$ cat src/rtl/fight_match_controller.sv
// fight_match_controller
// Round/match sequencer for the two-player fighting datapath. Holds the
// player blocks in reset between matches and at each round start, gates raw
// controller moves so they only act during live play, detects KO / timeout
// from the players' health outputs and keeps round, win and winner state.
//
// Ports
//   clk, rst                      clock, async active-high reset
//   start                         level; sampled in IDLE and MATCH_OVER only
//   left/right_raw_input  [5:0]   one-hot moves {MR,ML,WAIT,JUMP,KICK,PUNCH}
//   left/right_health     [2:0]   players' registered health
//   left/right_player_input [5:0] gated moves to the player blocks
//   player_rst_n                  registered active-low reset to both players
//   state                 [2:0]   IDLE=0 ROUND_INIT=1 FIGHT=2 ROUND_END=3 MATCH_OVER=4
//   round_num             [1:0]   rounds completed
//   left_wins/right_wins  [1:0]   round wins (saturating)
//   round_timer           [7:0]   remaining FIGHT cycles
//   round_result          [1:0]   0 none, 1 left, 2 right, 3 draw
//   match_winner          [1:0]   same encoding, non-zero only in MATCH_OVER
module fight_match_controller #(
  parameter int ROUND_CYCLES  = 30,
  parameter int WINS_TO_MATCH = 2,
  parameter int MAX_ROUNDS    = 3,
  parameter int END_HOLD      = 4
) (
  input  logic       clk,
  input  logic       rst,
  input  logic       start,
  input  logic [5:0] left_raw_input,
  input  logic [5:0] right_raw_input,
  input  logic [2:0] left_health,
  input  logic [2:0] right_health,
  output logic [5:0] left_player_input,
  output logic [5:0] right_player_input,
  output logic       player_rst_n,
  output logic [2:0] state,
  output logic [1:0] round_num,
  output logic [1:0] left_wins,
  output logic [1:0] right_wins,
  output logic [7:0] round_timer,
  output logic [1:0] round_result,
  output logic [1:0] match_winner
);

  typedef enum logic [2:0] {
    S_IDLE  = 3'd0,
    S_INIT  = 3'd1,
    S_FIGHT = 3'd2,
    S_END   = 3'd3,
    S_OVER  = 3'd4
  } state_t;

  localparam logic [7:0] LP_ROUND_CYC = 8'(ROUND_CYCLES);
  localparam logic [7:0] LP_HOLD_LAST = 8'(END_HOLD - 1);
  localparam logic [1:0] LP_WINS      = 2'(WINS_TO_MATCH);
  localparam logic [1:0] LP_MAX_RND   = 2'(MAX_ROUNDS);
  localparam logic [5:0] LP_WAIT      = 6'b001000;

  state_t     r_state, w_next;
  logic [7:0] r_cnt;          // cycles spent in the current state
  logic       r_player_rst_n;
  logic [1:0] r_round_num, r_left_wins, r_right_wins, r_round_result;
  logic [7:0] r_round_timer;

  logic       w_left_ko, w_right_ko, w_round_over, w_start_match, w_match_done;
  logic [1:0] w_result;

  // Health 6/7 only appears when a hit underflows 3-bit health, so treat it as 0.
  assign w_left_ko  = (left_health  == 3'd0) || (left_health  >= 3'd6);
  assign w_right_ko = (right_health == 3'd0) || (right_health >= 3'd6);

  assign w_round_over  = (r_state == S_FIGHT) &&
                         (w_left_ko || w_right_ko || (r_round_timer == 8'd1));
  assign w_start_match = start && ((r_state == S_IDLE) || (r_state == S_OVER));
  assign w_match_done  = (r_left_wins == LP_WINS) || (r_right_wins == LP_WINS) ||
                         (r_round_num == LP_MAX_RND);

  // KO beats timeout, so a KO on the final cycle is still scored as a KO.
  always_comb begin
    w_result = 2'd3;
    if (w_left_ko && w_right_ko)        w_result = 2'd3;
    else if (w_left_ko)                 w_result = 2'd2;
    else if (w_right_ko)                w_result = 2'd1;
    else if (left_health > right_health) w_result = 2'd1;
    else if (right_health > left_health) w_result = 2'd2;
  end

  always_comb begin
    w_next = r_state;
    case (r_state)
      S_IDLE:  if (start) w_next = S_INIT;
      S_INIT:  if (r_cnt == 8'd1) w_next = S_FIGHT;
      S_FIGHT: if (w_round_over) w_next = S_END;
      S_END:   if (r_cnt == LP_HOLD_LAST) w_next = w_match_done ? S_OVER : S_INIT;
      S_OVER:  if (start) w_next = S_INIT;
      default: w_next = S_IDLE;
    endcase
  end

  always_ff @(posedge clk or posedge rst) begin
    if (rst) begin
      r_state <= S_IDLE;
      r_cnt   <= 8'd0;
    end else begin
      r_state <= w_next;
      r_cnt   <= (w_next != r_state) ? 8'd0 : r_cnt + 8'd1;
    end
  end

  // Players are held in reset in IDLE and on the first ROUND_INIT cycle only;
  // releasing on the second cycle lets their health settle before FIGHT.
  always_ff @(posedge clk or posedge rst) begin
    if (rst) r_player_rst_n <= 1'b0;
    else     r_player_rst_n <= !((w_next == S_IDLE) ||
                                 ((w_next == S_INIT) && (r_state != S_INIT)));
  end

  always_ff @(posedge clk or posedge rst) begin
    if (rst) begin
      r_round_timer <= 8'd0;
    end else if ((r_state == S_INIT) && (w_next == S_FIGHT)) begin
      r_round_timer <= LP_ROUND_CYC;
    end else if (r_state == S_FIGHT) begin
      r_round_timer <= r_round_timer - 8'd1;
    end
  end

  always_ff @(posedge clk or posedge rst) begin
    if (rst) begin
      r_round_num    <= 2'd0;
      r_left_wins    <= 2'd0;
      r_right_wins   <= 2'd0;
      r_round_result <= 2'd0;
    end else if (w_start_match) begin
      r_round_num    <= 2'd0;
      r_left_wins    <= 2'd0;
      r_right_wins   <= 2'd0;
      r_round_result <= 2'd0;
    end else if (w_round_over) begin
      r_round_result <= w_result;
      if (r_round_num != 2'd3) r_round_num <= r_round_num + 2'd1;
      if ((w_result == 2'd1) && (r_left_wins  != 2'd3)) r_left_wins  <= r_left_wins  + 2'd1;
      if ((w_result == 2'd2) && (r_right_wins != 2'd3)) r_right_wins <= r_right_wins + 2'd1;
    end
  end

  // WAIT is dropped at health >= 5 so regen cannot wrap 3-bit health.
  function automatic logic [5:0] gate_move(input logic [5:0] raw, input logic [2:0] hp,
                                           input logic live);
    logic one_hot;
    one_hot = (raw != 6'd0) && ((raw & (raw - 6'd1)) == 6'd0);
    if (!live || !one_hot)                return 6'd0;
    if ((raw == LP_WAIT) && (hp >= 3'd5)) return 6'd0;
    return raw;
  endfunction

  assign left_player_input  = gate_move(left_raw_input,  left_health,  r_state == S_FIGHT);
  assign right_player_input = gate_move(right_raw_input, right_health, r_state == S_FIGHT);

  always_comb begin
    match_winner = 2'd0;
    if (r_state == S_OVER) begin
      if (r_left_wins > r_right_wins)      match_winner = 2'd1;
      else if (r_right_wins > r_left_wins) match_winner = 2'd2;
      else                                 match_winner = 2'd3;
    end
  end

  assign state        = r_state;
  assign player_rst_n = r_player_rst_n;
  assign round_num    = r_round_num;
  assign left_wins    = r_left_wins;
  assign right_wins   = r_right_wins;
  assign round_timer  = r_round_timer;
  assign round_result = r_round_result;

endmodule

$ cat config.mk
export PLATFORM = sky130hd
export DESIGN_NAME = fight_match_controller
export DESIGN_NICKNAME = d
export VERILOG_FILES = /design/src/rtl/fight_match_controller.sv
export SDC_FILE = /design/constraint.sdc
export NUM_CORES = 1
export LEC_CHECK = 0
export CORE_MARGIN = 2
export CORE_UTILIZATION = 43
export CTS_CLUSTER_DIAMETER = 120
export DETAILED_ROUTE_END_ITERATION = 16
export PLACE_DENSITY = 0.79
export SLEW_MARGIN = 10
export SYNTH_ARGS = -nofsm -noshare
export SYNTH_HDL_FRONTEND = slang
export SYNTH_SLANG_ARGS = --single-unit
$ cat constraint.sdc
create_clock -name clk -period 2.15 [get_ports clk]
set_input_delay 0.43 -clock clk [delete_from_list [all_inputs] [get_ports clk]]
set_output_delay 0.43 -clock clk [all_outputs]
set_load 0.02 [all_outputs]
## Word-level counts from Yosys, hierarchy flattened

Cells that the tools add are included.

| storage, ports and cells | value |
|---|---|
| flip-flop bits (word level) | 28 |
| bits of input ports | 21 |

| operators by class | value |
|---|---|
| add/sub/neg operators | 7 |
| $lt $le $gt $ge | 8 |
| eq/ne operators | 21 |
| mux-type cells | 42 |
| bitwise logic cells | 2 |
| reductions and logical operators | 42 |

Operator list:

| operator | number |
|---|---|
| 6-bit 2-to-1 mux | 8 |
| 2-bit 2-to-1 mux | 17 |
| 8-bit 2-to-1 mux | 3 |
| 8-bit by 1-bit == test with 1-bit output, second input constant | 2 |
| 3-bit 2-to-1 mux | 5 |
| 6-bit bitwise AND | 2 |
| 6-bit by 4-bit == test with 1-bit output, second input constant | 2 |
| 3-bit greater-or-equal comparator, second input constant | 4 |
| 3-bit zero test | 4 |
| 6-bit zero test | 2 |
| 3-bit one-hot mux with 4 select lines | 1 |
| 6-bit nonzero test | 2 |
| 6-bit by 1-bit subtractor with 6-bit output, second input constant | 2 |
| 1-bit logical AND | 11 |
| 1-bit logical OR | 10 |
| 2-bit nonzero test | 5 |
| 3-bit by 2-bit == test with 1-bit output, second input constant | 3 |
| 8-bit by 1-bit adder with 8-bit output, second input constant | 1 |
| 2-bit == test, second input constant | 4 |
| 8-bit by 2-bit == test with 1-bit output, second input constant | 1 |
| 1-bit 2-to-1 mux | 8 |
| 8-bit by 1-bit subtractor with 8-bit output, second input constant | 1 |
| 2-bit by 1-bit adder with 2-bit output, second input constant | 3 |
| 3-bit by 1-bit == test with 1-bit output, second input constant | 2 |
| 10 further kinds | 19 |

## Longest topological paths before layout

Gate-level depths: netlist (run 1).

| logic depth | value |
|---|---|
| depth after elaboration | 11 |
| gate-level depth with buffers | 7 |

## Least setup slack after synthesis (run 1)

No wires, ideal clock.

| timing | value |
|---|---|
| path type | reg2out |
| from | register r_state[2] (netlist: state[2]) |
| to | output right_player_input[5] |
| data arrival time | 2093 ps |
| required time | 1720 ps |
| path slack | -373 ps |
| cell stages (with the launch flop) | 5 |
| cell sequence | dfrtp_1 > or3b_1 > buf_6 > or3_1 > nor4_1 |

| between the ends | value |
|---|---|
| word-level cells in the longest chain between the ends | 5 |

Ends and longest elaborated chain:

| what | RTL line | text |
|---|---|---|
| start: declaration | 59 | `state_t r_state, w_next;` |
| start signal: assignment | 105 | `r_state <= w_next;` |
| 3-bit by 2-bit == test with 1-bit output | 158 | `assign right_player_input = gate_move(right_raw_input, right_health, r_state == S_FIGHT);` |
| 1-bit zero test | 152 | `if (!live \|\| !one_hot) return 6'd0;` |
| 1-bit logical OR | 152 |  |
| 1-bit 2-to-1 mux | 152 |  |
| 6-bit 2-to-1 mux | 153 | `if ((raw == LP_WAIT) && (hp >= 3'd5)) return 6'd0;` |
| end: declaration | 34 | `output logic [5:0] right_player_input,` |

Every way passes these cells.

## Final worst setup path (run 1)

| timing | value |
|---|---|
| from | register r_state[2] (netlist: state[2]) |
| to | output right_player_input[4] |

The elaborated chain is that of the path after synthesis.

==> summary.md, run 1 <==
| Metric | Value |
|---|---|
| Yosys top cell area share | 36.9% |
| Worst-margin pin slew | 0.469 ns |
| Final setup fails | 13 |
| Synthesized area per cell | 9.08 µm² |
| Crit-path max FO | 4 |
| Clock Skews | 0.00592 ns |
| Synth Net Count | 244 |
| Post-DP Area | 2830 µm² |
| Initial antenna violation count | 0 |
| Max_slew headroom | 68.7% |
| Reg area | 703 µm² |
| Largest family of logic cells by synthesized area | simple AND/OR/NAND/NOR gates |
| WS Path Type | reg2out |
| Yosys top cell by area | dfrtp_1 |
| Clock transition at path regs | 0.10 ns |
| Core footprint | 4290 µm² |
| Number of port buffers | 54 |
| Post-synthesis sequential area ratio | 36.9% |
| Status | complete, but fails checks |
| Seq cells post-synth | 28 |
| Maximum vdd ir drop | 960 µV |
| Mux cell area share after synthesis | 3.69% |
| GRT Residual Overflow | 0 |
| Largest net degree at the start of global routing | 29 |
| Post-route cell area | 3060 µm² |
| Adder-Cell Fraction of Synth Area | 9.76% |
| Die width | 70.4 µm |
| Synth area leaders | dfrtp_1, ha_1, nand2_1 |
| Maximum root-to-sink buffer count | 2 |
| Layout Area Growth over Synthesis | 61.0% |
| Commonest cells after routing, fill and taps aside | buf_4, clkdlybuf4s50_1, dfrtp_1, nand2_1, nor2_1 |
| Synth Area in Compound Gates | 11.5% |
| RePlAce Congestion | 0.873 |
| Ratio of cells with drive above 1 in the final layout | 33.8% |
| Post-route DRC | 0 |
| Detail Route Antenna Nets | 0 |
| # fillers | 306 |
| Post-Synthesis Cells | 209 |
| Row count | 24 |
| Skew-Pair Late Insertion Delay | 0.28 ns |
| Hold WC Path Type | in2async |
| Synth cell types | 45 |
| Initial core utilization | 44.2% |
| Worst Hold Slack | 0.507 ns |
| N_diodes | 0 |
| Final hold vios | 0 |
| Post-route setup slack | -0.218 ns |
| Crit path launch type | flip-flop |
| Min Tclk post-route | 2.37 ns |
| Cell area after synthesis | 1900 µm² |
| Arrival @ worst endpoint | 1.94 ns |
| Yosys warnings | 0 |
| First-pass GRT wire length | 8010 µm |
| Critical path required time | 1.72 ns |
| Routed WL | 5100 µm |
| Post-synth ARST share | 100% |
| Nets@finish | 344 |
| Die footprint | 4960 µm² |
| Post-CTS Hold Buffers | 0 |
| Clk root buf | clkbuf_8 |
| Tcrit/Tclk final | 110% |
| Number of flops mapped to enable cells by yosys | 0 |
| Failing checks | negative setup slack |
| DP HPWL | 3700 µm |
| Die Y | 70.4 µm |
| Max-Cap Viols | 0 |
| Pre-Repair DR Iteration Count | 4 |
| Vias after detailed routing | 1893 |
| Power density over the cells | 995 nW/µm² |
| Vias per cell | 5.26 |
| CTS tree | yes |
| Synth Area in Simple Gates | 28.9% |
| Synth Area in XOR/XNOR | 5.54% |
| Number of global-route vias before repair | 1738 |
| Peak Freq | 422 MHz |
| Area of the multi-input gates | 1340 µm² |
| Synth Flop Type | dfrtp_1 |
| TritonCTS Buffers | 3 |
| H-tree Lvls | 1 |
| 1st-iter DRT viols | 70 |
| CP endpoint kind | primary output |
| P_leak | 1.37 nW |
| Post-DR wirelength/cell | 14.2 µm |
| Io pins | 55 |
| Commonest non-fill, non-tap cell in the layout | buf_4 |
| Clock sinks | 28 |
| Total track usage | 19.7% |
| RSZ-0062 raised after global routing | true |
| Fin. max-slew vios | 0 |
==> through the flow <==
stage               setup TNS, ns  util [%]  instances  setup slack, ns  power [mW]
floorplan                  -0.369         -        209          -0.0922        1.84
global placement           -11.33      65.9        351           -0.864        2.55
detailed placement         -12.21      65.9        351           -0.903        2.61
CTS                         -1.89      68.6        356           -0.228        2.96
global route                -2.89      71.2        360           -0.271        3.27
finish                      -1.87      71.2        360           -0.218        3.04
==> sequential cells by signal, summed over array words and instances (netlist names) <==
signal and count:
right_wins 2, round_result 2, r_cnt 8, left_wins 2
state 3, round_num 2, round_timer 8, player_rst_n 1
==> power by group <==
part | switching (mW) | total (mW) | internal (mW) | leakage, nW
logic | 0.972 | 1.87 | 0.900 | 0.998
clock network | 0.162 | 0.295 | 0.133 | 0.0228
registers | 0.159 | 0.874 | 0.715 | 0.351
==> area by class of cell <==
class / instances / area share, %
clock buffers: 4 / 1.47
inverters: 15 / 1.84
multi-input cells: 164 / 43.8
flip-flops and latches: 28 / 23.0
well taps: 52 / 2.13
repair buffers: 97 / 27.8
==> critical path: stages (launching register included) <==
cell     delay, ns
dfrtp_2       0.42
or3b_4        0.42
or4_4         0.47
nor3b_4       0.20
buf_6         0.14
==> kinds of logic (layout without fill, tap and decap cells) <==
logic type / after synthesis / in the layout
flip-flops: 28 / 28
buffers and inverters: 17 / 116
multiplexers: 7 / 7
AND/OR/NAND/NOR: 98 / 98
adder cells (fa/ha/maj): 15 / 15
AO/OA/AOI/OAI: 32 / 32
XOR/XNOR: 12 / 12
==> timing repair <==
action                                  4_1_cts  5_1_grt
gates resized for setup                      94       25
endpoints found under the setup margin       19       20
pin swaps                                     7       10
buffers inserted                              1        4
==> final timing paths <==
kind | start | to | slack (ns) | cells after the start
setup / recovery | state[2]$_DFF_PP0_ | right_player_input[4] | -0.22 | 4
hold / removal | rst | round_timer[4]$_DFFE_PP0P_ | 0.51 | 3
setup reg to reg | round_timer[2]$_DFFE_PP0P_ | left_wins[1]$_DFFE_PP0P_ | 0 | 6
hold reg to reg | round_num[0]$_DFFE_PP0P_ | round_num[0]$_DFFE_PP0P_ | 0.53 | 1
max in group asynchronous | rst | state[0]$_DFF_PP0_ | 1.36 | 3
min in group clk | round_num[0]$_DFFE_PP0P_ | round_num[0]$_DFFE_PP0P_ | 0.53 | 1
==> routing by layer <==
layer	GRT usage, %	vias up	share of wire, %
met3	3.46	8	4.1
li1	-	944	-
met1	26.2	900	43
met4	4.70	0	1.4
met2	33.2	41	51
met5	0	-	0
==> synthesized netlist by cell type, types with 3 or more instances <==
| cell | number |
|---|---|
| nor4_1 | 6 |
| nor3_1 | 9 |
| inv_1 | 15 |
| xnor2_1 | 4 |
| nand2b_1 | 3 |
| xor2_1 | 8 |
| o31ai_1 | 3 |
| nor3b_1 | 4 |
| nand2_1 | 21 |
| o21ai_0 | 5 |
| dfrtp_1 | 28 |
| mux2i_1 | 7 |
| ha_1 | 14 |
| or2_2 | 4 |
| nand3_1 | 9 |
| a21oi_1 | 10 |
| nor2_1 | 21 |
| and2_1 | 5 |
Power figures use the tool's default switching activity.
==> run 2, diff against run 1 <==
--- a/config.mk
+++ b/config.mk
@@ -9,7 +9,7 @@
 export CORE_UTILIZATION = 43
 export CTS_CLUSTER_DIAMETER = 120
 export DETAILED_ROUTE_END_ITERATION = 16
-export PLACE_DENSITY = 0.79
+export PLACE_DENSITY = 0.78
 export SLEW_MARGIN = 10
 export SYNTH_ARGS = -nofsm -noshare
 export SYNTH_HDL_FRONTEND = slang
==> run 2 against run 1 <==
Against the previous run:
- the flow still finishes with violations (negative setup slack)
- sequential share of layout area hardly changed
- hold slack better by 0.010 ns
- global-route usage increased by 0.36 points
- count of clock-buffer cells in the layout fell by 1
- combinational power is 4% higher
- largest power group unchanged
==> summary.md, run 2 (same netlist as run 1, synthesis figures left out) <==
| Metric | Value |
|---|---|
| Status | complete, but fails checks |
| Failing checks | negative setup slack |
| Number of port buffers | 54 (unchanged) |
| Maximum root-to-sink buffer count | 2 (unchanged) |
| Clock Skews | 0.00391 ns (-0.00200 ns) |
| Post-DP Area | 2810 µm² (-0.80%) |
| Max_slew headroom | 61.2% (-7.5 points) |
| Clk pwr share | 9.1% (-0.6 points) |
| Nets@finish | 343 (-0.29%) |
| Post-DR wirelength/cell | 13.8 µm (-2.2%) |
| P_leak | 1.34 nW (-2.2%) |
| Post-CTS Hold Buffers | 0 (unchanged) |
| RePlAce Congestion | 0.829 (-5.0%) |
| Post-route cell area | 3060 µm² (about the same) |
| Maximum vdd ir drop | 739 µV (-23%) |
| Clock sinks | 28 (unchanged) |
| Total track usage | 20.0% (+0.36 points) |
| Met1 usage in global routing | 26.8% (+0.64 points) |
| Initial antenna violation count | 0 (unchanged) |
| TritonCTS Buffers | 3 (unchanged) |
| Die width | 70.4 µm (unchanged) |
| Commonest cells after routing, fill and taps aside | buf_4, clkdlybuf4s50_1, dfrtp_1, nand2_1, nor2_1 |
| Fin. max-slew vios | 0 (unchanged) |
| DP HPWL | 3660 µm (-1.0%) |
| Core footprint | 4290 µm² (unchanged) |
| Initial core utilization | 44.2% (unchanged) |
| CP endpoint kind | primary output |
| Peak Freq | 430 MHz (+1.8%) |
| Met2 Usage GRT | 33.2% (unchanged) |
| Vias per cell | 5.28 (+0.40%) |
| Comb pwr share | 62.8% (+1.2 points) |
| Routed WL | 4960 µm (-2.8%) |
| 1st-iter DRT viols | 67 (-4.3%) |
| Min Tclk post-route | 2.33 ns (-0.0412 ns) |
| Vias after detailed routing | 1890 (-0.16%) |
| Met3 Usage GRT | 3.75% (+0.29 points) |
| Sequential share of power | 28.1% (-0.6 points) |
| Die footprint | 4960 µm² (unchanged) |
| Pre-Repair DR Iteration Count | 4 (unchanged) |
| Power density over the cells | 1020 nW/µm² (+2.3%) |
| H-tree Lvls | 1 (unchanged) |
| Final non-filler cell total | 358 (-0.56%) |
| Clock transition at path regs | 0.09 ns (about the same) |
| Skew-Pair Late Insertion Delay | 0.27 ns (about the same) |
| Die Y | 70.4 µm (unchanged) |
| Final setup fails | 12 (-1) |
| Number of global-route vias before repair | 1773 (+2.0%) |
| Commonest non-fill, non-tap cell in the layout | buf_4 |
| Layout Area Growth over Synthesis | 61.1% (about the same) |
| Worst-margin pin slew | 0.582 ns (+0.113 ns) |
| Tcrit/Tclk final | 108% (-1.9 points) |
| RSZ-0062 raised after global routing | true |
| Final hold vios | 0 (unchanged) |
| WS Path Type | reg2out |
| Critical path required time | 1.72 ns (about the same) |
| Row count | 24 (unchanged) |
| N_diodes | 0 (unchanged) |
| Switching power | 1.31 mW (+1.3%) |
| Crit path launch type | flip-flop |
| Detail Route Antenna Nets | 0 (unchanged) |
| Internal | 1.80 mW (+3.0%) |
| Crit-path max FO | 4 (unchanged) |
| Hold WC Path Type | in2async |
| GRT Residual Overflow | 0 (unchanged) |
| First-pass GRT wire length | 8100 µm (+1.1%) |
| Switching share of power | 42.1% (-0.41 points) |
| CTS tree | yes |
| Io pins | 55 (unchanged) |
| Max-Cap Viols | 0 (unchanged) |
| Global route hottest layer | met2 |
| Arrival @ worst endpoint | 1.90 ns (-0.04 ns) |
| Post-route setup slack | -0.176 ns (+0.0412 ns) |
| Post-route DRC | 0 (unchanged) |
| Ratio of cells with drive above 1 in the final layout | 35.0% (+1.2 points) |
| Placed cell count | 348 (-0.85%) |
| Largest net degree at the start of global routing | 29 (unchanged) |
| Clk root buf | clkbuf_8 |
==> run 2: cell type report <==
type                    count  area (µm²)
multi-input cells         164        1340
repair buffers             96         853
inverters                  15        56.3
flip-flops and latches     28         703
clock buffers               3        41.3
fillers                   326        1240
well taps                  52        65.1
==> run 2: critical path: stages (launching register included) <==
cell	delay, ns
dfrtp_2	0.41
or3b_4	0.42
or4_4	0.46
nor3b_4	0.20
buf_6	0.14
==> run 2: final timing paths <==
kind	start	end	slack, ns	cells after the start
min	rst	round_timer[4]$_DFFE_PP0P_	0.52	3
max reg2reg	state[2]$_DFF_PP0_	round_timer[5]$_DFFE_PP0P_	0.08	6
max in group asynchronous	rst	state[2]$_DFF_PP0_	1.35	3
min reg2reg	round_num[0]$_DFFE_PP0P_	round_num[0]$_DFFE_PP0P_	0.53	1
min in group clk	round_num[0]$_DFFE_PP0P_	round_num[0]$_DFFE_PP0P_	0.53	1
max	state[2]$_DFF_PP0_	right_player_input[4]	-0.18	4
==> run 2: metal layers <==
metal	share of wire [%]	vias up
met5	0	-
met4	1.2	0
met3	4.1	8
met2	50	46
met1	45	888
li1	-	948
==> run 2: per-stage QoR <==
| step | TNS [ns] | utilization, % | setup WS [ns] | total power, mW | hold WS (ns) |
|---|---|---|---|---|---|
| floorplan | -0.369 | - | -0.0922 | 1.84 | 0.495 |
| global placement | -11.43 | 65.4 | -0.868 | 2.54 | 0.501 |
| detailed placement | -12.08 | 65.4 | -0.929 | 2.59 | 0.523 |
| finish | -1.57 | 71.2 | -0.176 | 3.11 | 0.517 |
| global route | -2.61 | 71.2 | -0.265 | 3.35 | 0.554 |
| CTS | -1.73 | 67.8 | -0.203 | 2.91 | 0.526 |
==> run 2: power groups by stage <==
stage / clock network [mW] / registers, mW / logic, mW
6_report: 0.283 / 0.875 / 1.95
5_1_grt: 0.315 / 0.904 / 2.13
4_1_cts: 0.298 / 0.870 / 1.75
3_5_place_dp: 0 / 0.879 / 1.71
3_3_place_gp: 0 / 0.876 / 1.66
2_1_floorplan: 0 / 1.10 / 0.740
==> run 2: what timing repair did <==
item                                    in CTS  in global routing
pin swaps                                   13                  7
endpoints found under the setup margin      18                 26
resized for setup                          106                 19
setup buffers                                1                  7
cloned                                       0                  0
